==> src/rtl/seg_pkg.sv <==
// Shared constants and types for the multiplexed 4-digit seven-segment driver.
// Segment encodings are active-low, ordered {g,f,e,d,c,b,a}.
package seg_pkg;

  localparam logic [6:0] SEG_BLANK = 7'h7F;
  localparam logic [3:0] ANODE_OFF = 4'hF;

  // Entry n is the pattern for hex digit n (packed, so index 15 is leftmost).
  localparam logic [15:0][6:0] HEX_SEG = {
    7'h0E, 7'h06, 7'h21, 7'h46, 7'h03, 7'h08, 7'h10, 7'h00,
    7'h78, 7'h02, 7'h12, 7'h19, 7'h30, 7'h24, 7'h79, 7'h40
  };

  typedef struct packed {
    logic [15:0] value;
    logic [3:0]  dp_mask;
    logic        blank_lz;
  } disp_t;

endpackage

==> src/rtl/hex_to_seg.sv <==
// Combinational hex nibble to active-low seven-segment decoder.
module hex_to_seg
  import seg_pkg::*;
(
  input  logic [3:0] nibble,
  output logic [6:0] seg
);

  assign seg = HEX_SEG[nibble];

endmodule

==> src/rtl/seg_display_driver.sv <==
// Time-multiplexed 4-digit hex display driver with frame-synchronous updates
// so a new value never appears partway through a scan.
module seg_display_driver
  import seg_pkg::*;
#(
  parameter int TICK_DIV = 100000
) (
  input  logic        clock,
  input  logic        reset,
  input  logic [15:0] value,
  input  logic        load,
  input  logic [3:0]  dp_mask,
  input  logic        blank_lz,
  output logic [3:0]  anode,
  output logic [6:0]  seg,
  output logic        dp,
  output logic        frame_done
);

  localparam int CW = $clog2(TICK_DIV);

  logic [CW-1:0] cnt;
  logic [1:0]    idx;
  logic          tick;
  disp_t         disp, pend, live;
  logic          pend_vld;
  logic [15:0]   upper;
  logic [3:0]    nib;
  logic [6:0]    dec;
  logic          blank;

  assign live       = {value, dp_mask, blank_lz};
  assign tick       = (cnt == CW'(TICK_DIV - 1));
  assign frame_done = tick && (idx == 2'd3);

  // Shifting the current digit down to bit 0 also exposes whether it and every
  // digit to its left are zero, which is the leading-zero condition.
  assign upper = disp.value >> {idx, 2'b00};
  assign nib   = upper[3:0];
  assign blank = disp.blank_lz && (idx != 2'd0) && (upper == 16'h0000);

  hex_to_seg u_dec (
    .nibble (nib),
    .seg    (dec)
  );

  always_ff @(posedge clock) begin
    if (!reset) begin
      cnt        <= '0;
      idx        <= 2'd0;
      disp       <= '0;
      pend       <= '0;
      pend_vld   <= 1'b0;
      anode      <= ANODE_OFF;
      seg        <= SEG_BLANK;
      dp         <= 1'b1;
    end else begin
      cnt <= tick ? '0 : cnt + 1'b1;
      if (tick) idx <= idx + 2'd1;

      // A load landing on the boundary bypasses the buffer entirely.
      if (frame_done) begin
        if (load)          disp <= live;
        else if (pend_vld) disp <= pend;
        pend_vld <= 1'b0;
      end else if (load) begin
        pend     <= live;
        pend_vld <= 1'b1;
      end

      anode <= ~(4'b0001 << idx);
      seg   <= blank ? SEG_BLANK : dec;
      dp    <= ~disp.dp_mask[idx];
    end
  end

endmodule

==> config.mk <==
export PLATFORM = sky130hd
export DESIGN_NAME = seg_display_driver
export DESIGN_NICKNAME = d
export VERILOG_FILES = /design/src/rtl/seg_pkg.sv /design/src/rtl/hex_to_seg.sv /design/src/rtl/seg_display_driver.sv
export SDC_FILE = /design/constraint.sdc
export NUM_CORES = 1
export LEC_CHECK = 0
export ABC_AREA = 0
export BUFFER_PORTS_ARGS = -buffer_cell sky130_fd_sc_hd__buf_2
export CAP_MARGIN = 15
export CORE_MARGIN = 3
export CORE_UTILIZATION = 49
export DETAILED_ROUTE_END_ITERATION = 10
export HOLD_SLACK_MARGIN = 0.15
export PLACE_DENSITY_LB_ADDON = 0.1
export SETUP_SLACK_MARGIN = 0.05
export SLEW_MARGIN = 10
export SYNTH_ARGS = -nofsm -noshare
export SYNTH_HDL_FRONTEND = slang
export SYNTH_SLANG_ARGS = --single-unit
==> constraint.sdc <==
create_clock -name clock -period 4.4 [get_ports clock]
set_input_delay 0.22 -clock clock [delete_from_list [all_inputs] [get_ports clock]]
set_output_delay 0.22 -clock clock [all_outputs]
set_load 0.01 [all_outputs]
==> results.sh, run 1 <==
export IMPL_crit_arrival_ns=3.23
export IMPL_dpl_cell_area_um2=4124
export IMPL_htree_levels=3
export IMPL_ios=37
export IMPL_die_height_um=96.01
export IMPL_final_setup_viol_count=0
export IMPL_wl_um=9094
export IMPL_dp_cells=535
export IMPL_crit_type="reg2reg"
export IMPL_path_cells="mux4_2, inv_1, ha_1, nand2_1, or4_1, o41a_1, o211ai_1"
export IMPL_maxSlewHeadroom_pct=36.43
export IMPL_gp_congestion=0.8246
export IMPL_ys_ff_latch=74
export IMPL_nets=491
export IMPL_synth_nets=470
export IMPL_grt_pass1_wl_um=15360
export IMPL_first_global_vias=3134
export IMPL_cp_required_ns=4.66
export IMPL_fmax_ghz=0.3365
export IMPL_met3_usage_pct=3.987
export IMPL_cap_violations=0
export IMPL_synth_area_leaders="dfxtp_1 (37%), nand4_1 (11%), nand3_1 (6.2%)"
export IMPL_area_growth_syn_to_layout_pct=12.01
export IMPL_power_leakage_nw=1.868
export IMPL_route_vias_total=3433
export IMPL_yosys_warnings=0
export IMPL_n_fill_cell=728
export IMPL_core_area_um2=7807
export IMPL_grt_total_usage_pct=20.95
export IMPL_antenna_found_initial=0
export IMPL_use_met2_pct=32.60
export IMPL_multi_input_comb_area_um2=2278
export IMPL_cpPeakStageDelay_ns=0.75
export IMPL_final_util_pct=56.96
export IMPL_drive_gt1_share_pct=14.97
export IMPL_fin_ws_ns=1.428
export IMPL_finClkSkew_ns=0.01429
export IMPL_place_port_buffers=36
export IMPL_die_x_um=96.01
export IMPL_wire_per_inst_um=16.15
export IMPL_p_per_area_nw_per_um2=303.4
export IMPL_syn_area_um2=3970
export IMPL_status="completed"
export IMPL_grt_max_degree=85
export IMPL_regArea_um2=1481
export IMPL_stdcell_area_um2=4447
export IMPL_syn_instance_count=436
export IMPL_synth_cell_type_count=45
export IMPL_clkTransAtPathRegs_ns=0.07
export IMPL_worst_hold_path_type="in2reg"
export IMPL_cts_max_path_buffers=2
export IMPL_worst_setup_path_end_kind="flop"
export IMPL_path_delay_family="flip-flops"
export IMPL_initial_core_util_pct=50.85
export IMPL_synth_edf_count=0
export IMPL_crit_fanout=15
export IMPL_cts_tree="yes"
export IMPL_grt_overflow_total=0
export IMPL_drv_slew=0
export IMPL_antenna_left=0
export IMPL_fin_crit_sh_pct=67.54
export IMPL_worst_ir_drop_vdd_mv=0.1518
export IMPL_synth_top_cell_area_share_pct=37.31
export IMPL_min_period_ns=2.972
export IMPL_synth_common_cells="dfxtp_1 (74), nand4_1 (70), nand3_1 (49), clkbuf_1 (26), mux2i_1 (24)"
export IMPL_rows=32
export IMPL_async_reset_ff_share_pct=0
export IMPL_avgSynthCellArea_um2=9.106
export IMPL_busiest_layer="met2"
export IMPL_clk_latency_ns=0.34
export IMPL_cts_root_buf="clkbuf_8"
export IMPL_grt_use_met1_pct=28.94
export IMPL_cts_sinks=74
export IMPL_slowest_stage="dfxtp_1"
export IMPL_hpwl_um=5900
export IMPL_regToRegSetupSlack_ns=1.43
export IMPL_drc_errors=0
export IMPL_dr_pass1_iters=4
export IMPL_n_antenna_cell=0
export IMPL_final_cells=563
export IMPL_cp_start_kind="flop"
export IMPL_first_iter_violations=134
export IMPL_yosysMostFrequentCell="dfxtp_1"
export IMPL_vias_per_cell=6.098
export IMPL_hold_violations=0
export IMPL_crit_buf_inv=1
export IMPL_worst_slew_pin_slew_ns=0.9536
export IMPL_rsz0062_at_grt="false"
export IMPL_cts_made_buffers=9
export IMPL_yosysSeqAreaShare_pct=37.31
export IMPL_die_area_um2=9218
export IMPL_preCtsSetupSlack_ns=1.422
export IMPL_synth_top_cell_by_area="dfxtp_1"
export IMPL_setup_tns_ns=0
export IMPL_synth_flop_cell="dfxtp_1"
## routing by layer
| metal | vias up | share of wire [%] |
|---|---|---|
| li1 | 1703 | - |
| met1 | 1648 | 48 |
| met2 | 71 | 46 |
| met3 | 11 | 4.2 |
| met4 | 0 | 1.3 |
| met5 | - | 0 |
## kinds of logic (layout without fill, tap and decap cells)
logic type | after synthesis | after routing | synth area share (%)
AOI/OAI and AO/OA | 47 | 47 | 9.864
and+or+nand+nor | 208 | 208 | 30.98
xor gates and xnor gates | 15 | 15 | 3.309
muxes | 32 | 32 | 10.02
buffers and inverters | 50 | 75 | 5.358
DFF | 74 | 74 | 37.31
adders and majority gates | 10 | 10 | 3.152
## power breakdown
part | switching [W] | total (W) | leakage, nW | internal (W)
Sequential | 0.0000160 | 0.000710 | 0.606 | 0.000694
Combinational | 0.0000616 | 0.000111 | 1.17 | 0.0000495
Clock | 0.000255 | 0.000528 | 0.0941 | 0.000272
## state kept, by name, indices dropped and copies added (netlist names)
| register | cells |
|---|---|
| pend_vld | 1 |
| dp | 1 |
| seg | 7 |
| idx | 2 |
| pend | 21 |
| anode | 4 |
| disp | 21 |
| cnt | 17 |
## path summary, 6_finish.rpt
path                 start  endpoint  cells past startpoint
hold / removal    value[4]   pend[9]                      3
setup / recovery    idx[0]    seg[3]                      7
setup reg to reg    idx[0]    seg[3]                      7
hold reg to reg     cnt[0]    cnt[0]                      1
## metrics by stage
step	total power (W)	hold slack (ns)
finish	0.001349	0.1614
CTS	0.001360	0.1501
detailed placement	0.0008280	0.4332
floorplan	0.0007943	0.3808
global placement	0.0008235	0.4216
global route	0.001407	0.1723
## what timing repair did
item                                   CTS  global route
endpoints found under the hold margin   13             0
hold buffers                            13             0
setup buffers                            0             0
resized for setup                        0             0
## layout by cell type, fill, tap and decap left out, drive strengths merged, types with 5 or more instances in the layout
| master | instances |
|---|---|
| inv | 7 |
| nor4 | 5 |
| dlygate4sd3 | 13 |
| a21oi | 5 |
| clkbuf | 10 |
| buf | 40 |
| nor2 | 14 |
| nand2 | 19 |
| nand3 | 49 |
| mux4 | 6 |
| mux2i | 24 |
| xor2 | 9 |
| dfxtp | 74 |
| nand4 | 70 |
| and2 | 8 |
| ha | 10 |
| o21ai | 5 |
| nand3b | 22 |
| xnor2 | 6 |
| o211a | 21 |
## tightest hold or removal path: cells and delay by family
kind | cells | cell delay (ns)
AND/OR/NAND/NOR | 2 | 0.15
buffers and inverters | 1 | 0.10
## final cells by class
type                            instances  share of cell area (%)
Clock inverter                          5                   1.238
Clock buffer                           10                   3.095
Timing Repair Buffer                   53                   7.653
Tap cell                              102                   2.870
Inverter                                7                  0.5909
Multi-Input combinational cell        312                   51.24
Sequential cell                        74                   33.31
(Power assumes the default switching activity.)
==> inputs of run 2 (changes only) <==
Clock period 4.4 ns to 2.8 ns, I/O delays scaled along.
==> results.sh, run 2 (synthesis results as in run 1) <==
export IMPL_status="completed"
export IMPL_cp_required_ns=3.07
export IMPL_cts_made_buffers=9
export IMPL_dr_pass1_iters=4
export IMPL_finClkSkew_ns=0.007559
export IMPL_cp_start_kind="flop"
export IMPL_hold_violations=0
export IMPL_path_delay_family="compound AO/OA/AOI/OAI gates"
export IMPL_initial_core_util_pct=50.85
export IMPL_crit_fanout=7
export IMPL_crit_arrival_ns=2.82
export IMPL_crit_type="reg2reg"
export IMPL_final_util_pct=59.12
export IMPL_cts_setup_buffers=0
export IMPL_path_depth=7
export IMPL_clkTransAtPathRegs_ns=0.07
export IMPL_cts_sinks=74
export IMPL_wl_um=9329
export IMPL_path_cells="mux4_2, inv_1, ha_1, nand2_1, or4_1, o41a_1, o211ai_1"
export IMPL_die_x_um=96.01
export IMPL_cts_root_buf="clkbuf_8"
export IMPL_die_height_um=96.01
export IMPL_reg2reg_to="seg[3]"
export IMPL_dpl_cell_area_um2=4194
export IMPL_vias_per_cell=6.047
export IMPL_holdCritStartpoint="reset"
export IMPL_crit_end="seg[3]"
export IMPL_n_antenna_cell=0
export IMPL_fmax_ghz=0.3915
export IMPL_core_area_um2=7807
export IMPL_drc_errors=0
export IMPL_r2r_start="idx[0]"
export IMPL_cts_max_path_buffers=2
export IMPL_antenna_found_initial=0
export IMPL_grt_max_degree=45
export IMPL_maxSlewHeadroom_pct=53.78
export IMPL_slowest_stage="mux4_2"
export IMPL_clk_latency_ns=0.35
export IMPL_drive_gt1_share_pct=15.90
export IMPL_route_vias_total=3507
export IMPL_rsz0062_at_grt="false"
export IMPL_worst_slew_pin_slew_ns=0.6932
export IMPL_ios=37
export IMPL_wire_per_inst_um=16.08
export IMPL_power_leakage_nw=1.958
export IMPL_cap_violations=0
export IMPL_p_per_area_nw_per_um2=479.2
export IMPL_worst_hold_path_type="in2reg"
export IMPL_htree_levels=3
export IMPL_crit_buf_inv=1
export IMPL_place_port_buffers=36
export IMPL_worst_ir_drop_vdd_mv=0.2665
export IMPL_drv_slew=0
export IMPL_antenna_left=0
export IMPL_grt_pass1_wl_um=15570
export IMPL_fin_ws_ns=0.2456
export IMPL_largestRegisters="disp (21), pend (21), cnt (17)"
export IMPL_final_setup_viol_count=0
export IMPL_worst_setup_path_end_kind="flop"
export IMPL_grt_total_usage_pct=21.49
export IMPL_stdcell_area_um2=4616
export IMPL_hpwl_um=6118
export IMPL_area_growth_syn_to_layout_pct=16.26
export IMPL_nets=507
export IMPL_cpPeakStageDelay_ns=0.58
export IMPL_rows=32
export IMPL_whs_ns=0.2588
export IMPL_gp_congestion=0.8203
export IMPL_setup_tns_ns=0
export IMPL_min_period_ns=2.554
export IMPL_preCtsSetupSlack_ns=0.1654
export IMPL_first_iter_violations=233
export IMPL_die_area_um2=9218
export IMPL_worstSetupStartpoint="idx[0]"
export IMPL_layout_common_cells="dfxtp_1 (73), nand4_1 (70), nand3_1 (49)"
export IMPL_ff2ff_path_depth=7
export IMPL_final_common_cell="dfxtp_1"
export IMPL_grt_overflow_total=0
export IMPL_fin_crit_sh_pct=91.23
export IMPL_cts_tree="yes"
export IMPL_regToRegSetupSlack_ns=0.25
export IMPL_first_global_vias=3229
==> run 2: per-layer routing <==
layer | GRT usage [%] | wire, µm
met1 | 30.63 | 4534
met2 | 33.47 | 4390
met3 | 3.049 | 347
met4 | 6.754 | 57
met5 | 0 | 0
==> run 2: cell type report <==
type | count | area, µm²
fillers | 719 | 3192
multi-input cells | 312 | 2276
flip-flops and latches | 74 | 1483
repair buffers | 69 | 493.0
clock buffers | 11 | 131.4
well taps | 102 | 127.6
clock inverters | 5 | 78.83
inverters | 7 | 26.28
==> run 2: repair_timing <==
action	4_1_cts	5_1_grt
hold endpoints to repair	21	0
gates resized for setup	0	1
setup endpoints to repair	0	5
hold buffers	21	0
==> run 2: worst min-delay path by stage <==
stage / cells after the start / to / slack [ns]
6_report: 2 / dp / 0.26
5_1_grt: 2 / dp / 0.28
4_1_cts: 2 / dp / 0.25
3_5_place_dp: 3 / pend[15] / 0.42
3_3_place_gp: 3 / pend[1] / 0.41
2_1_floorplan: 2 / pend[0] / 0.30
==> run 2: per-stage QoR <==
stage | total power (W) | std cells
final | 0.002212 | 580
after global routing | 0.002302 | 580
after CTS | 0.002227 | 580
after detailed placement | 0.001308 | 543
after global placement | 0.001300 | 543
after floorplan | 0.001248 | 436
==> run 2: power by group <==
group	internal (W)	total [W]	switching [W]
clock network	0.000501	0.000905	0.000404
registers	0.00109	0.00112	0.0000250
logic	0.0000892	0.000191	0.000102
total	0.00168	0.00221	0.000531
